--- config.mk ---
export PLATFORM = sky130hd
export DESIGN_NAME = i2c_reg_target
export DESIGN_NICKNAME = d
export VERILOG_FILES = /design/src/rtl/i2c_pkg.sv /design/src/rtl/i2c_bus_monitor.sv /design/src/rtl/i2c_reg_target.sv
export SDC_FILE = /design/constraint.sdc
export NUM_CORES = 1
export LEC_CHECK = 0
export ABC_AREA = 1
export BUFFER_PORTS_ARGS = -buffer_cell sky130_fd_sc_hd__buf_2
export CAP_MARGIN = 20
export CORE_MARGIN = 2
export CORE_UTILIZATION = 67
export DETAILED_ROUTE_END_ITERATION = 10
export PLACE_DENSITY = 0.88
export RECOVER_POWER = 100
export REMOVE_ABC_BUFFERS = 1
export SYNTH_ARGS = -nofsm -noshare
export SYNTH_HDL_FRONTEND = slang
export SYNTH_SLANG_ARGS = --single-unit
--- constraint.sdc ---
create_clock -name clk -period 5.66 [get_ports clk]
set_input_delay 1.415 -clock clk [delete_from_list [all_inputs] [get_ports clk]]
set_output_delay 1.415 -clock clk [all_outputs]
set_load 0.02 [all_outputs]
--- src/rtl/i2c_pkg.sv ---
// Shared I2C definitions: target FSM state encoding, default target address
// and the bus ACK/NACK levels.
package i2c_pkg;

    localparam logic [6:0] I2C_DEFAULT_TGT_ADDR = 7'h5A;

    // Level seen on SDA during the ninth clock of a byte.
    localparam logic I2C_ACK  = 1'b0;
    localparam logic I2C_NACK = 1'b1;

    typedef enum logic [3:0] {
        TGT_IDLE    = 4'd0,
        TGT_DEV     = 4'd1,
        TGT_DEV_ACK = 4'd2,
        TGT_PTR     = 4'd3,
        TGT_PTR_ACK = 4'd4,
        TGT_WR      = 4'd5,
        TGT_WR_ACK  = 4'd6,
        TGT_RD      = 4'd7,
        TGT_RD_ACK  = 4'd8,
        TGT_IGNORE  = 4'd9
    } tgt_state_e;

endpackage

--- src/rtl/i2c_bus_monitor.sv ---
// Oversampling front end for SCL/SDA: two-flop synchronizers, a delay stage,
// and SCL edge plus START/STOP detection. Shared by master and target.
module i2c_bus_monitor (
    input  logic clk,
    input  logic scl_i,
    input  logic sda_i,
    output logic scl_rise,
    output logic scl_fall,
    output logic start_det,
    output logic stop_det,
    output logic sda_s
);

    logic [1:0] scl_sync;
    logic [1:0] sda_sync;
    logic       scl_d;
    logic       sda_d;
    logic       scl_s;

    // Left unreset on purpose: after a reset the pipeline keeps tracking the
    // real pins, so a release of reset cannot fabricate a START or STOP.
    always_ff @(posedge clk) begin
        scl_sync <= {scl_sync[0], scl_i};
        sda_sync <= {sda_sync[0], sda_i};
        scl_d    <= scl_sync[1];
        sda_d    <= sda_sync[1];
    end

    assign scl_s = scl_sync[1];
    assign sda_s = sda_sync[1];

    assign scl_rise  = scl_s & ~scl_d;
    assign scl_fall  = ~scl_s & scl_d;
    assign start_det = scl_s & scl_d & sda_d & ~sda_s;
    assign stop_det  = scl_s & scl_d & ~sda_d & sda_s;

endmodule

--- src/rtl/i2c_reg_target.sv ---
// I2C register-file target: fixed 7-bit address, pointer-then-data protocol,
// auto-incrementing pointer retained across transactions.
module i2c_reg_target
    import i2c_pkg::*;
#(
    parameter logic [6:0] DEV_ADDR = I2C_DEFAULT_TGT_ADDR,
    parameter int         DEPTH    = 16,
    localparam int        PW       = $clog2(DEPTH)
) (
    input  logic          clk,
    input  logic          rst,
    input  logic          scl_i,
    input  logic          sda_i,
    output logic          sda_oe,
    output logic          busy,
    output logic          wr_pulse,
    output logic [PW-1:0] wr_ptr,
    output logic [7:0]    wr_data,
    output logic          done
);

    logic scl_rise;
    logic scl_fall;
    logic start_det;
    logic stop_det;
    logic sda_s;

    i2c_bus_monitor u_mon (
        .clk       (clk),
        .scl_i     (scl_i),
        .sda_i     (sda_i),
        .scl_rise  (scl_rise),
        .scl_fall  (scl_fall),
        .start_det (start_det),
        .stop_det  (stop_det),
        .sda_s     (sda_s)
    );

    tgt_state_e    state;
    logic [2:0]    bit_cnt;
    logic [7:0]    shreg;
    logic [PW-1:0] ptr;
    logic [7:0]    mem [DEPTH];
    logic [1:0]    phase;
    logic          addressed;

    logic [7:0]    byte_in;
    logic          addr_match;

    // Byte as it stands once the bit currently on SDA is shifted in.
    assign byte_in    = {shreg[6:0], sda_s};
    assign addr_match = (byte_in[7:1] == DEV_ADDR);

    always_ff @(posedge clk) begin
        if (rst) begin
            state     <= TGT_IDLE;
            bit_cnt   <= 3'd0;
            shreg     <= 8'h00;
            ptr       <= '0;
            phase     <= 2'd0;
            addressed <= 1'b0;
            sda_oe    <= 1'b0;
            busy      <= 1'b0;
            wr_pulse  <= 1'b0;
            wr_ptr    <= '0;
            wr_data   <= 8'h00;
            done      <= 1'b0;
            for (int i = 0; i < DEPTH; i++) begin
                mem[i] <= 8'h00;
            end
        end else begin
            wr_pulse <= 1'b0;
            done     <= 1'b0;
            if (start_det) begin
                state   <= TGT_DEV;
                bit_cnt <= 3'd0;
                phase   <= 2'd0;
                sda_oe  <= 1'b0;
                busy    <= 1'b1;
            end else if (stop_det) begin
                state     <= TGT_IDLE;
                sda_oe    <= 1'b0;
                busy      <= 1'b0;
                done      <= addressed;
                addressed <= 1'b0;
            end else begin
                case (state)
                    TGT_IDLE, TGT_IGNORE: begin
                    end

                    // Receive states: a byte only takes effect on its 8th rising edge,
                    // so anything cut short by START/STOP leaves no trace.
                    TGT_DEV, TGT_PTR, TGT_WR: begin
                        if (scl_rise) begin
                            shreg   <= byte_in;
                            bit_cnt <= bit_cnt + 3'd1;
                            if (bit_cnt == 3'd7) begin
                                phase <= 2'd0;
                                if (state == TGT_DEV) begin
                                    state <= addr_match ? TGT_DEV_ACK : TGT_IGNORE;
                                end else if (state == TGT_PTR) begin
                                    ptr   <= byte_in[PW-1:0];
                                    state <= TGT_PTR_ACK;
                                end else begin
                                    wr_pulse <= 1'b1;
                                    wr_ptr   <= ptr;
                                    wr_data  <= byte_in;
                                    mem[ptr] <= byte_in;
                                    ptr      <= ptr + PW'(1);
                                    state    <= TGT_WR_ACK;
                                end
                            end
                        end
                    end

                    // phase 0: waiting for the fall that ends bit 8 (start pulling low);
                    // phase 1: waiting for the fall that ends the ACK clock.
                    TGT_DEV_ACK, TGT_PTR_ACK, TGT_WR_ACK: begin
                        if (scl_fall) begin
                            if (phase == 2'd0) begin
                                sda_oe <= 1'b1;
                                phase  <= 2'd1;
                                if (state == TGT_DEV_ACK) begin
                                    addressed <= 1'b1;
                                end
                            end else begin
                                bit_cnt <= 3'd0;
                                phase   <= 2'd0;
                                if (state == TGT_DEV_ACK && shreg[0]) begin
                                    state  <= TGT_RD;
                                    shreg  <= mem[ptr];
                                    sda_oe <= ~mem[ptr][7];
                                end else begin
                                    state  <= (state == TGT_DEV_ACK) ? TGT_PTR : TGT_WR;
                                    sda_oe <= 1'b0;
                                end
                            end
                        end
                    end

                    TGT_RD: begin
                        if (scl_rise) begin
                            if (bit_cnt == 3'd7) begin
                                state   <= TGT_RD_ACK;
                                phase   <= 2'd0;
                                bit_cnt <= 3'd0;
                            end else begin
                                bit_cnt <= bit_cnt + 3'd1;
                            end
                        end else if (scl_fall) begin
                            shreg  <= {shreg[6:0], 1'b0};
                            sda_oe <= ~shreg[6];
                        end
                    end

                    // phase 0: release SDA for the master; phase 1: sample its ACK;
                    // phase 2: present the next byte after the ACK clock ends.
                    TGT_RD_ACK: begin
                        if (phase == 2'd0) begin
                            if (scl_fall) begin
                                sda_oe <= 1'b0;
                                phase  <= 2'd1;
                            end
                        end else if (phase == 2'd1) begin
                            if (scl_rise) begin
                                if (sda_s == I2C_ACK) begin
                                    ptr   <= ptr + PW'(1);
                                    phase <= 2'd2;
                                end else begin
                                    state <= TGT_IGNORE;
                                end
                            end
                        end else if (scl_fall) begin
                            shreg   <= mem[ptr];
                            sda_oe  <= ~mem[ptr][7];
                            bit_cnt <= 3'd0;
                            state   <= TGT_RD;
                        end
                    end

                    default: state <= TGT_IDLE;
                endcase
            end
        end
    end

endmodule

## Yosys cells after proc, flatten, opt, wreduce, memory -nomap -nowiden

Memories as Yosys holds them, arrays and structs flattened. A register that Yosys moved wholly into a read port is not among the register bits.
Cells that the tools add are included.
W data, S select, Z words.

- Word-level logic and storage cells: 206
- Memories kept: 1
- Output and inout port bits: 16
- Register bits after elaboration: 43
- Memory bits (writable): 128

- Equality and inequality tests: 49
- Muxes and demuxes: 90
- $add $sub $neg: 2
- Reduce and logical (&&, ||, !) cells: 29
- Bitwise gates (word level): 18

Memory list:

| name | words | width | rd ports | clocked after memory_dff | write ports | line | source |
|---|---|---|---|---|---|---|---|
| mem | 16 | 8 | 1 | 1 | 16 | i2c_reg_target.sv:43 | `logic [7:0] mem [DEPTH];` |

Operator list:

| operator | count |
|---|---|
| $mux W4 | 24 |
| $mux W7 | 9 |
| $ne A2 B2 Y1 const B | 16 |
| $mux W1 | 31 |
| $mux W3 | 10 |
| $ne A4 B4 Y1 const B | 7 |
| $pmux W7 S4 | 1 |
| $ne A3 B3 Y1 const B | 8 |
| $reduce_and A11 Y1 | 2 |
| $pmux W4 S5 | 1 |
| $mux W2 | 9 |
| $reduce_and A9 Y1 | 2 |
| $eq A4 B3 Y1 const B | 4 |
| $reduce_and A7 Y1 | 2 |
| $pmux W3 S4 | 1 |
| $reduce_and A12 Y1 | 1 |
| $reduce_bool A2 Y1 | 6 |
| $reduce_or A3 Y1 | 4 |
| $not A1 Y1 | 11 |
| $ne A5 B5 Y1 const B | 2 |
| $reduce_and A10 Y1 | 1 |
| $eq A4 B2 Y1 const B | 2 |
| $eq A4 B4 Y1 const B | 2 |
| $mux W8 | 1 |
| 22 further kinds | 31 |

## Depth between registers and ports, before layout

Gate-level depths: netlist of run 1.

- Depth in word-level cells: 12
- Mapped depth: 11
- Mapped depth without buffers: 11

## By module

From an unflattened synthesis of run 1, not the netlist that was laid out.

- Cell total of the unflattened synthesis: 944
- Area, all modules: 8174.1 um^2

By module, submodules not included:

| module | times used | area each (um^2) | cells an instance |
|---|---|---|---|
| i2c_reg_target | 1 | 8012.7 | 927 |
| i2c_bus_monitor | 1 | 161.4 | 17 |

## Worst setup path before layout of run 1

OpenSTA, ideal clock, no wires.

- Path type: input-to-reg
- Start point: in rst
- End point: mem mem[0][0], enable pin
- Arrival: 2.215 ns
- Setup time: 0.329 ns
- Buffers on the path: 0
- Data required time: 5.331 ns
- Slack: 3.116 ns
- Cell stages on the path: 5
- Path through: inv_1 > nand2_8 > nor2_8 > nand2_4 > nand2_1

RTL lines:

| item | line | source |
|---|---|---|
| start: declaration | i2c_reg_target.sv:11 | `input logic rst,` |
| end: declaration | i2c_reg_target.sv:43 |  |

==> results of run 1 <==
==> power by group through the flow <==
| stage | sequential (mW) | clock, mW | combinational [mW] |
|---|---|---|---|
| global route | 1.52 | 1.17 | 1.03 |
| floorplan | 1.55 | 0 | 0.625 |
| CTS | 1.51 | 1.12 | 0.922 |
| detailed placement | 1.53 | 0 | 0.915 |
| finish | 1.51 | 1.12 | 0.935 |
| global placement | 1.53 | 0 | 0.904 |
==> logic make-up after synthesis <==
| group | after synthesis | synth area share |
|---|---|---|
| AOI/OAI and AO/OA | 65 | 0.0411 |
| xor gates and xnor gates | 1 | 0.00106 |
| adders and majority gates | 6 | 0.00910 |
| buffers and inverters | 98 | 0.0459 |
| DFF | 175 | 0.580 |
| and+or+nand+nor | 597 | 0.323 |
==> final timing paths <==
kind	from	to	slack, ns
max	rst	mem[0][1]	1.55
min	u_mon.scl_sync[0]	u_mon.scl_sync[1]	0.34
max reg2reg	flop	shreg[1]	1.80
min reg2reg	u_mon.scl_sync[0]	u_mon.scl_sync[1]	0.34
==> cell usage after synthesis (2+ instances only) <==
library cell,count,area share
a21oi_1,27,0.016
buf_1,6,0.0027
buf_2,6,0.0036
clkbuf_1,30,0.014
clkinv_1,5,0.0023
dfxtp_1,47,0.11
edfxtp_1,128,0.47
ha_1,6,0.0091
inv_1,47,0.021
inv_2,3,0.0014
nand2_1,246,0.11
nand2_4,16,0.022
nand3_1,120,0.073
nand4_1,11,0.0083
nor2_1,189,0.086
nor2_4,2,0.0027
nor2_8,4,0.0097
nor3_2,2,0.0024
o21a_1,2,0.0018
o21ai_0,33,0.020
==> per-layer routing <==
metal,wire [um],up-vias,part of all wire,GRT usage
li1,-,3112,-,-
met1,7670,2996,0.38,0.437
met2,9430,490,0.47,0.515
met3,2370,55,0.12,0.0680
met4,522,0,0.026,0.108
met5,0,-,0,0
==> area by class of cell <==
class | instances | share of cell area
flip-flops and latches | 175 | 0.544
multi-input cells | 669 | 0.337
clock buffers | 18 | 0.0512
inverters | 55 | 0.0235
well taps | 147 | 0.0209
clock inverters | 14 | 0.0129
repair buffers | 22 | 0.0102
==> state kept, by name, indices dropped and copies added, names as in the netlist, named ones only <==
signal,cells
u_mon.sda_d,1
u_mon.scl_sync,2
bit_cnt,3
sda_oe,1
shreg,7
busy,1
wr_pulse,1
u_mon.sda_sync,2
u_mon.scl_d,1
ptr,4
mem,128
wr_ptr,4
phase,2
done,1
state,4
wr_data,8
addressed,1
==> through the flow <==
step                hold slack, ns  cell area, um2  setup WS, ns
detailed placement           0.320            8380          2.34
floorplan                    0.310            8080          2.58
finish                       0.336            8790          1.55
global placement             0.327            8380          2.43
global route                 0.349            8790          1.41
CTS                          0.341            8950          2.28
==> flow_metrics.py, run 1 <==
metrics = {
    "outcome": {
        "outcome": "finished, violations left",
        "violations": "capacitance limit, slew limit",
    },
    "logic_synthesis": {
        "ys_seq_elements": 175,
        "synthCells": 942,
        "avgSynthCellArea_um2": 8.76,
        "synthFlopType": "edfxtp_1",
        "yosysWarnings": 0,
        "synth-async-reset-ratio": 0,
        "yosysSeqAreaShare": 0.580,
        "synth_cell_types": 32,
        "netlist_area_um2": 8250,
        "synth_edf_count": 128,
    },
    "cells_and_area": {
        "final_core_util": 0.732,
        "final_common_cell": "nand2_1",
        "insertedDiodeCount": 0,
        "drive_above_1_share": 0.0504,
        "final_cell_mix": "nand2_1, nor2_1, edfxtp_1",
        "multi_input_area_um2": 2960,
        "regArea_um2": 4790,
        "syn_to_final_growth_pct": 6.56,
        "nets": 950,
        "fillers": 848,
        "fin_cells": 1100,
    },
    "clocking": {
        "cts_sinks": 175,
        "clkTransAtPathRegs_ns": 0.06,
        "holdBufCountCts": 0,
        "cts_setup_buffers": 0,
        "htree_num_levels": 4,
        "cts_resized": 0,
        "cts_buffers": 17,
        "cts_tree": "yes",
        "clk_path_buf_depth": 2,
        "insertion_delay_ns": 0.44,
        "cts_root_buffer": "clkbuf_16",
    },
    "power": {
        "clkPwrFrac": 0.314,
        "seq_power_share": 0.423,
        "intPower_mw": 2.29,
        "switchingPower_mw": 1.28,
        "powerDensity_nw_per_um2": 406,
        "p_total_mw": 3.57,
        "switching_share": 0.358,
        "pwr-share-comb": 0.262,
        "peakVddDrop_uv": 324,
        "cellLeakagePower_nw": 3.57,
    },
    "critical_path": {
        "rr_worst_depth": 10,
        "endpoint_kind": "flop",
        "path_depth": 7,
        "critPathBufInv": 3,
        "cp-start-kind": "primary input",
        "critPathMaxStageDelay_ns": 1.52,
        "critPathTopFamily": "buffers and inverters",
        "worstSetupPathType": "in -> reg",
        "cpMaxStageDelayCell": "clkbuf_1",
        "crit_fanout": 41,
        "arrival_ns": 4.19,
        "worstPathRequired_ns": 5.75,
        "crit_chain": "clkbuf_1 > inv_1 > clkbuf_1 > nand2_8 > nor2_8 > nand2_1 > nand2_1",
    },
    "sta": {
        "worst_slew_pin_slew_ns": 2.13,
        "min_period_ns": 4.11,
        "setup_viol": 0,
        "max_freq_ghz": 0.244,
        "maxSlewViolCount": 107,
        "hold_viol": 0,
        "post-route-period-util": 0.725,
        "rsz0062_at_grt": "false",
        "fin_skew_ns": 0.00807,
        "fin_setup_tns_ns": 0,
        "relSlewSlack": -0.419,
    },
    "global_routing": {
        "grt_pass1_vias": 6173,
        "antenna_found_initial": 0,
        "grt_overflow": 0,
        "grtUsageTotal": 0.319,
        "grt_max_degree": 66,
        "grt_pass1_wl_um": 31600,
    },
    "route": {
        "routed_wl_um": 20000,
        "drtPass1Iterations": 6,
        "drc": 0,
        "drtAntennaViolNets": 0,
        "vias": 6653,
        "post_drt_wl_per_cell_um": 18.2,
        "viasPerCell": 6.05,
        "drt_iter0_drc": 1016,
    },
    "placement": {
        "port-buffer-count": 19,
        "gp_congestion": 0.902,
        "placed_cells": 1068,
        "dp_hpwl_um": 12900,
    },
    "floorplan": {
        "chipHeight_um": 115,
        "start_util": 0.687,
        "rows": 40,
        "fp.dieW_um": 115,
        "dieArea_um2": 13200,
        "core_area_um2": 12000,
        "num_io_pins": 20,
    },
    "flow_run": {
        "drv_cap": 2,
    },
    "worst_hold_path": {
        "hold-path-cell-count": 0,
        "hp-class": "reg -> reg",
    },
}
No activity file was read; power rests on OpenSTA's default activity.
==> run 2, diff against run 1 <==
--- a/config.mk
+++ b/config.mk
@@ -9,9 +9,9 @@
 export BUFFER_PORTS_ARGS = -buffer_cell sky130_fd_sc_hd__buf_2
 export CAP_MARGIN = 20
 export CORE_MARGIN = 2
-export CORE_UTILIZATION = 67
+export CORE_UTILIZATION = 62
 export DETAILED_ROUTE_END_ITERATION = 10
-export PLACE_DENSITY = 0.88
+export PLACE_DENSITY = 0.82
 export RECOVER_POWER = 100
 export REMOVE_ABC_BUFFERS = 1
 export SYNTH_ARGS = -nofsm -noshare
==> constraint.sdc (replaced) <==
create_clock -name clk -period 4 [get_ports clk]
set_input_delay 1 -clock clk [delete_from_list [all_inputs] [get_ports clk]]
set_output_delay 1 -clock clk [all_outputs]
set_load 0.02 [all_outputs]
==> run 2 against run 1 <==
  * The flow still finishes with violations (capacitance limit, slew limit)
  * First-iteration DRC count shrank 13%
  * Die area grew 7.8%
  * Critical path depth shrank 3
  * Sequential power grew 41%
  * Non-clock buffer count grew 1
  * Via count shrank 2.5%
  * Highest routed layer unchanged
  * Global-route usage shrank 2.2 points
  * Final area grew 0.46%
==> flow_metrics.py, run 2 (synthesis gave the netlist of run 1 again) <==
metrics = {
    "cells_and_area": {
        "largest_reg_flops": 128,
        "reg_top3": "mem x128, wr_data x8, shreg x7",
        "final_cell_mix": "nand2_1, nor2_1, edfxtp_1",
        "nets": 951,
        "insertedDiodeCount": 0,
        "top_register": "mem",
        "fillers": 1099,
        "multi_input_area_um2": 2960,
        "final_core_util": 0.672,
        "postLayoutCellArea_um2": 8830,
        "syn_to_final_growth_pct": 7.05,
        "final_common_cell": "nand2_1",
        "drive_above_1_share": 0.0503,
        "regArea_um2": 4790,
    },
    "clocking": {
        "insertion_delay_ns": 0.43,
        "cts_setup_buffers": 0,
        "htree_num_levels": 4,
        "clkTransAtPathRegs_ns": 0.06,
        "cts_tree": "yes",
        "cts_root_buffer": "clkbuf_16",
        "cts_resized": 0,
        "holdBufCountCts": 0,
        "cts_sinks": 175,
        "cts_buffers": 17,
        "clk_path_buf_depth": 2,
    },
    "power": {
        "seq_power_share": 0.426,
        "pwr-share-comb": 0.263,
        "powerDensity_nw_per_um2": 567,
        "switchingPower_mw": 1.76,
        "peakVddDrop_uv": 434,
        "cellLeakagePower_nw": 3.56,
        "intPower_mw": 3.26,
        "switching_share": 0.351,
        "clkPwrFrac": 0.311,
    },
    "sta": {
        "worst_slew_pin_slew_ns": 1.92,
        "min_period_ns": 3.32,
        "setup_viol": 0,
        "max_freq_ghz": 0.302,
        "post-route-period-util": 0.829,
        "rsz0062_at_grt": "false",
        "fin_skew_ns": 0.00609,
        "relSlewSlack": -0.282,
        "worst_slack_ns": 0.685,
        "fin_setup_tns_ns": 0,
        "fin_hold_ws_ns": 0.327,
        "maxSlewViolCount": 41,
        "hold_viol": 0,
    },
    "route": {
        "vias": 6487,
        "post_drt_wl_per_cell_um": 17.6,
        "drtPass1Iterations": 5,
        "drtAntennaViolNets": 0,
        "viasPerCell": 5.74,
        "routed_wl_um": 19800,
        "drt_iter0_drc": 886,
        "drc": 0,
    },
    "global_routing": {
        "grt_max_degree": 65,
        "antenna_found_initial": 1,
        "grtUsageTotal": 0.297,
        "grt_pass1_wl_um": 31600,
        "grt_pass1_vias": 6014,
        "grt_overflow": 0,
    },
    "floorplan": {
        "dieArea_um2": 14300,
        "fp.dieW_um": 119,
        "core_area_um2": 13100,
        "chipHeight_um": 119,
        "num_io_pins": 20,
        "rows": 42,
        "start_util": 0.628,
    },
    "flow_run": {
        "drv_cap": 1,
    },
    "critical_path": {
        "endpoint_kind": "flop",
        "cp-start-kind": "primary input",
        "arrival_ns": 3.34,
        "worstPathRequired_ns": 4.03,
        "crit_fanout": 40,
        "worstSetupPathType": "in -> reg",
    },
    "placement": {
        "gp_congestion": 0.976,
        "port-buffer-count": 19,
        "pre_cts_ws_ns": 1.03,
        "dp_hpwl_um": 12800,
        "place_area_um2": 8430,
    },
    "outcome": {
        "outcome": "finished, violations left",
        "violations": "capacitance limit, slew limit",
    },
    "worst_hold_path": {
        "hp-class": "reg -> reg",
    },
}
[run 2: changes by cell type in the layout (fill, tap and decap cells not counted)]
cell,before,now
clkinv_4,1,4
inv_6,5,2
inv_8,3,0
buf_4,1,3
clkbuf_1,18,20
clkbuf_8,0,2
inv_1,50,48
clkbuf_2,1,0
clkinvlp_4,0,1
inv_2,1,2
inv_4,3,2
nand3_1,120,121
nand3_2,1,0
[run 2: per-layer routing]
layer,share of wire,track usage
met2,0.46,0.461
met3,0.099,0.0690
met4,0.028,0.105
met5,0,0
met1,0.41,0.414
[run 2: per-stage QoR]
step / power (mW) / instances
finish: 5.01 / 1130
global route: 5.27 / 1130
CTS: 5.01 / 1130
detailed placement: 3.47 / 1098
global placement: 3.46 / 1098
floorplan: 3.08 / 899
[run 2: worst paths after layout]
path | slack (ns) | start | cells past startpoint | endpoint
worst max-delay path | 0.68 | rst | 4 | mem[1][4]
worst min-delay path | 0.33 | u_mon.scl_sync[0] | 0 | u_mon.scl_sync[1]
worst max register to register | 0.78 | u_mon.sda_sync[1] | 9 | mem[1][4]
worst min register to register | 0.33 | u_mon.scl_sync[0] | 0 | u_mon.scl_sync[1]
[run 2: worst max-delay path, stage by stage]
cell and delay (ns):
clkbuf_1 0.12, inv_1 0.18, clkbuf_1 1.41, nand2_1 0.62
[run 2: power by group through the flow]
| stage | sequential [mW] | clock [mW] | combinational (mW) |
|---|---|---|---|
| after floorplan | 2.19 | 0 | 0.884 |
| after global placement | 2.17 | 0 | 1.29 |
| after detailed placement | 2.17 | 0 | 1.30 |
| after CTS | 2.13 | 1.57 | 1.31 |
| after global routing | 2.15 | 1.65 | 1.48 |
| final | 2.13 | 1.56 | 1.32 |
[run 2: area by class of cell]
| class | instances | area share |
|---|---|---|
| timing repair buffer | 23 | 0.0113 |
| clock buffer | 22 | 0.0549 |
| sequential | 175 | 0.542 |
| tap | 176 | 0.0249 |
| inverter | 55 | 0.0234 |
| clock inverter | 10 | 0.00878 |
| multi-input combinational | 669 | 0.335 |
==> run 3, diff against run 2 <==
--- a/config.mk
+++ b/config.mk
@@ -5,13 +5,13 @@
 export SDC_FILE = /design/constraint.sdc
 export NUM_CORES = 1
 export LEC_CHECK = 0
-export ABC_AREA = 1
+export ABC_AREA = 0
 export BUFFER_PORTS_ARGS = -buffer_cell sky130_fd_sc_hd__buf_2
 export CAP_MARGIN = 20
 export CORE_MARGIN = 2
-export CORE_UTILIZATION = 62
+export CORE_UTILIZATION = 56
 export DETAILED_ROUTE_END_ITERATION = 10
-export PLACE_DENSITY = 0.82
+export PLACE_DENSITY = 0.78
 export RECOVER_POWER = 100
 export REMOVE_ABC_BUFFERS = 1
 export SYNTH_ARGS = -nofsm -noshare
==> constraint.sdc (replaced) <==
create_clock -name clk -period 3 [get_ports clk]
set_input_delay 0.75 -clock clk [delete_from_list [all_inputs] [get_ports clk]]
set_output_delay 0.75 -clock clk [all_outputs]
set_load 0.02 [all_outputs]
==> run 3 against run 2 <==
  * Sequential power grew 37%
  * Setup slack lost 0.47 ns
  * Highest routed layer unchanged
  * Critical endpoint is now shreg[2]
  * Via count shrank 16%
  * Sequential share of layout area shrank 1.8 points
  * Worst hold slack gained 0.011 ns
  * Area after synthesis grew 0.53%
  * Clock-buffer cell count shrank 3
  * Critical path type is now reg -> reg
  * Clock skew grew 0.0014 ns
  * The flow still finishes with violations (capacitance limit, slew limit)
  * Final area grew 3.4%
  * Flip-flop and latch count is the same
  * Non-clock buffer count grew 22
==> flow_metrics.py, run 3 <==
metrics = {
    "logic_synthesis": {
        "synthFlopType": "edfxtp_1",
        "synthTopCellsByCount": "and2_1, edfxtp_1, dfxtp_1",
        "synth_top_area_cell": "edfxtp_1",
        "synth_top_area_share": 0.463,
        "synthCells": 676,
        "ys_top_cells_by_area": "edfxtp_1, dfxtp_1, and2_1",
        "synth_most_common_cell": "and2_1",
        "synth_cell_types": 63,
        "synth-async-reset-ratio": 0,
        "synth_edf_count": 128,
        "yosysWarnings": 0,
        "yosysSeqAreaShare": 0.577,
        "netlist_area_um2": 8300,
        "ys_seq_elements": 175,
        "avgSynthCellArea_um2": 12.3,
    },
    "clocking": {
        "cts_tree": "yes",
        "cts_sinks": 175,
        "htree_num_levels": 4,
        "cts_root_buffer": "clkbuf_16",
        "cts_setup_buffers": 0,
        "cts_buffers": 17,
        "holdBufCountCts": 0,
        "cts_resized": 0,
        "clkTransAtPathRegs_ns": 0.07,
        "clk_path_buf_depth": 2,
        "insertion_delay_ns": 0.44,
    },
    "sta": {
        "fin_hold_ws_ns": 0.338,
        "hold_viol": 0,
        "fin_skew_ns": 0.00748,
        "post-route-period-util": 0.928,
        "min_period_ns": 2.78,
        "worst_slew_pin_slew_ns": 2.07,
        "setup_viol": 0,
        "worst_slack_ns": 0.216,
        "maxSlewViolCount": 46,
        "max_freq_ghz": 0.359,
        "fin_setup_tns_ns": 0,
        "relSlewSlack": -0.379,
        "rsz0062_at_grt": "false",
    },
    "critical_path": {
        "critPathMaxStageDelay_ns": 0.64,
        "critPathTopFamily": "simple AND/OR/NAND/NOR gates",
        "crit_fanout": 19,
        "critPathBufInv": 0,
        "worstSetupPathType": "reg -> reg",
        "crit_chain": "nor4b_2 > a32oi_1 > a31oi_1 > and2_0 > a211oi_1",
        "worstPathRequired_ns": 3.22,
        "cpMaxStageDelayCell": "nor4b_2",
        "endpoint_kind": "flop",
        "path_depth": 5,
        "rr_worst_depth": 5,
        "cp-start-kind": "flop",
        "arrival_ns": 3.00,
    },
    "cells_and_area": {
        "drive_above_1_share": 0.164,
        "syn_to_final_growth_pct": 10.1,
        "final_core_util": 0.631,
        "nets": 699,
        "top_register": "mem",
        "insertedDiodeCount": 0,
        "final_cell_mix": "edfxtp_1, and2_1, and2_0",
        "final_common_cell": "edfxtp_1",
        "largest_reg_flops": 128,
        "reg_top3": "mem x128, wr_data x8, shreg x7",
    },
    "global_routing": {
        "grt_pass1_vias": 5435,
        "grtUsageTotal": 0.260,
        "grt_pass1_wl_um": 31100,
        "grt_overflow": 0,
        "antenna_found_initial": 0,
        "grt_max_degree": 46,
    },
    "flow_run": {
        "drv_cap": 1,
    },
    "floorplan": {
        "num_io_pins": 20,
        "start_util": 0.573,
        "chipHeight_um": 126,
        "core_area_um2": 14500,
        "rows": 44,
        "dieArea_um2": 15800,
        "fp.dieW_um": 126,
    },
    "placement": {
        "pre_cts_ws_ns": 0.384,
        "port-buffer-count": 19,
        "gp_congestion": 0.896,
        "dp_hpwl_um": 12900,
    },
    "power": {
        "powerDensity_nw_per_um2": 691,
        "p_total_mw": 6.31,
        "cellLeakagePower_nw": 3.11,
        "peakVddDrop_uv": 441,
    },
    "route": {
        "viasPerCell": 6.17,
        "drtAntennaViolNets": 0,
        "post_drt_wl_per_cell_um": 22.0,
        "drc": 0,
        "drt_iter0_drc": 696,
        "drtPass1Iterations": 5,
        "routed_wl_um": 19500,
        "vias": 5468,
    },
    "outcome": {
        "outcome": "finished, violations left",
        "violations": "capacitance limit, slew limit",
    },
    "worst_hold_path": {
        "hp-class": "reg -> reg",
        "hold-path-cell-count": 0,
    },
}
-- run 3: power by group --
group	total [mW]	internal, mW	switching, mW
sequential	2.91	2.71	0.203
combinational	1.14	0.422	0.723
clock	2.26	1.21	1.05
total	6.31	4.33	1.97
-- run 3: cells by family after synthesis --
kind of cell | share of synthesized area
buffers and inverters | 0.0329
XOR/XNOR | 0.00106
multiplexers | 0.0961
AO/OA/AOI/OAI | 0.0927
flip-flops | 0.577
adder cells (fa/ha/maj) | 0.00905
AND/OR/NAND/NOR | 0.192
-- run 3: final timing paths --
check                          from                end  slack (ns)
setup reg to reg           state[1]           shreg[2]        0.22
hold / removal    u_mon.sda_sync[0]  u_mon.sda_sync[1]        0.34
hold reg to reg   u_mon.sda_sync[0]  u_mon.sda_sync[1]        0.34
setup / recovery           state[1]           shreg[2]        0.22
-- run 3: cell type report --
cell class	count	area (um2)
tap	184	230
clock buffer	19	475
timing repair buffer	45	239
sequential	175	4790
multi-input combinational	434	3220
clock inverter	13	129
fill	1093	5340
inverter	16	60.1
-- run 3: per-stage QoR --
stage,cell area (um2),cells
after floorplan,8080,625
after global placement,8610,854
after detailed placement,8610,854
after CTS,9210,886
after global routing,9140,886
final,9140,886
-- run 3: metal layers --
metal  share of wire  GRT usage  vias to the layer above
met5               0          0                        -
met4           0.022     0.0882                        0
met3           0.083     0.0510                       33
met2            0.46      0.385                      237
met1            0.44      0.389                     2702
li1                -          -                     2496
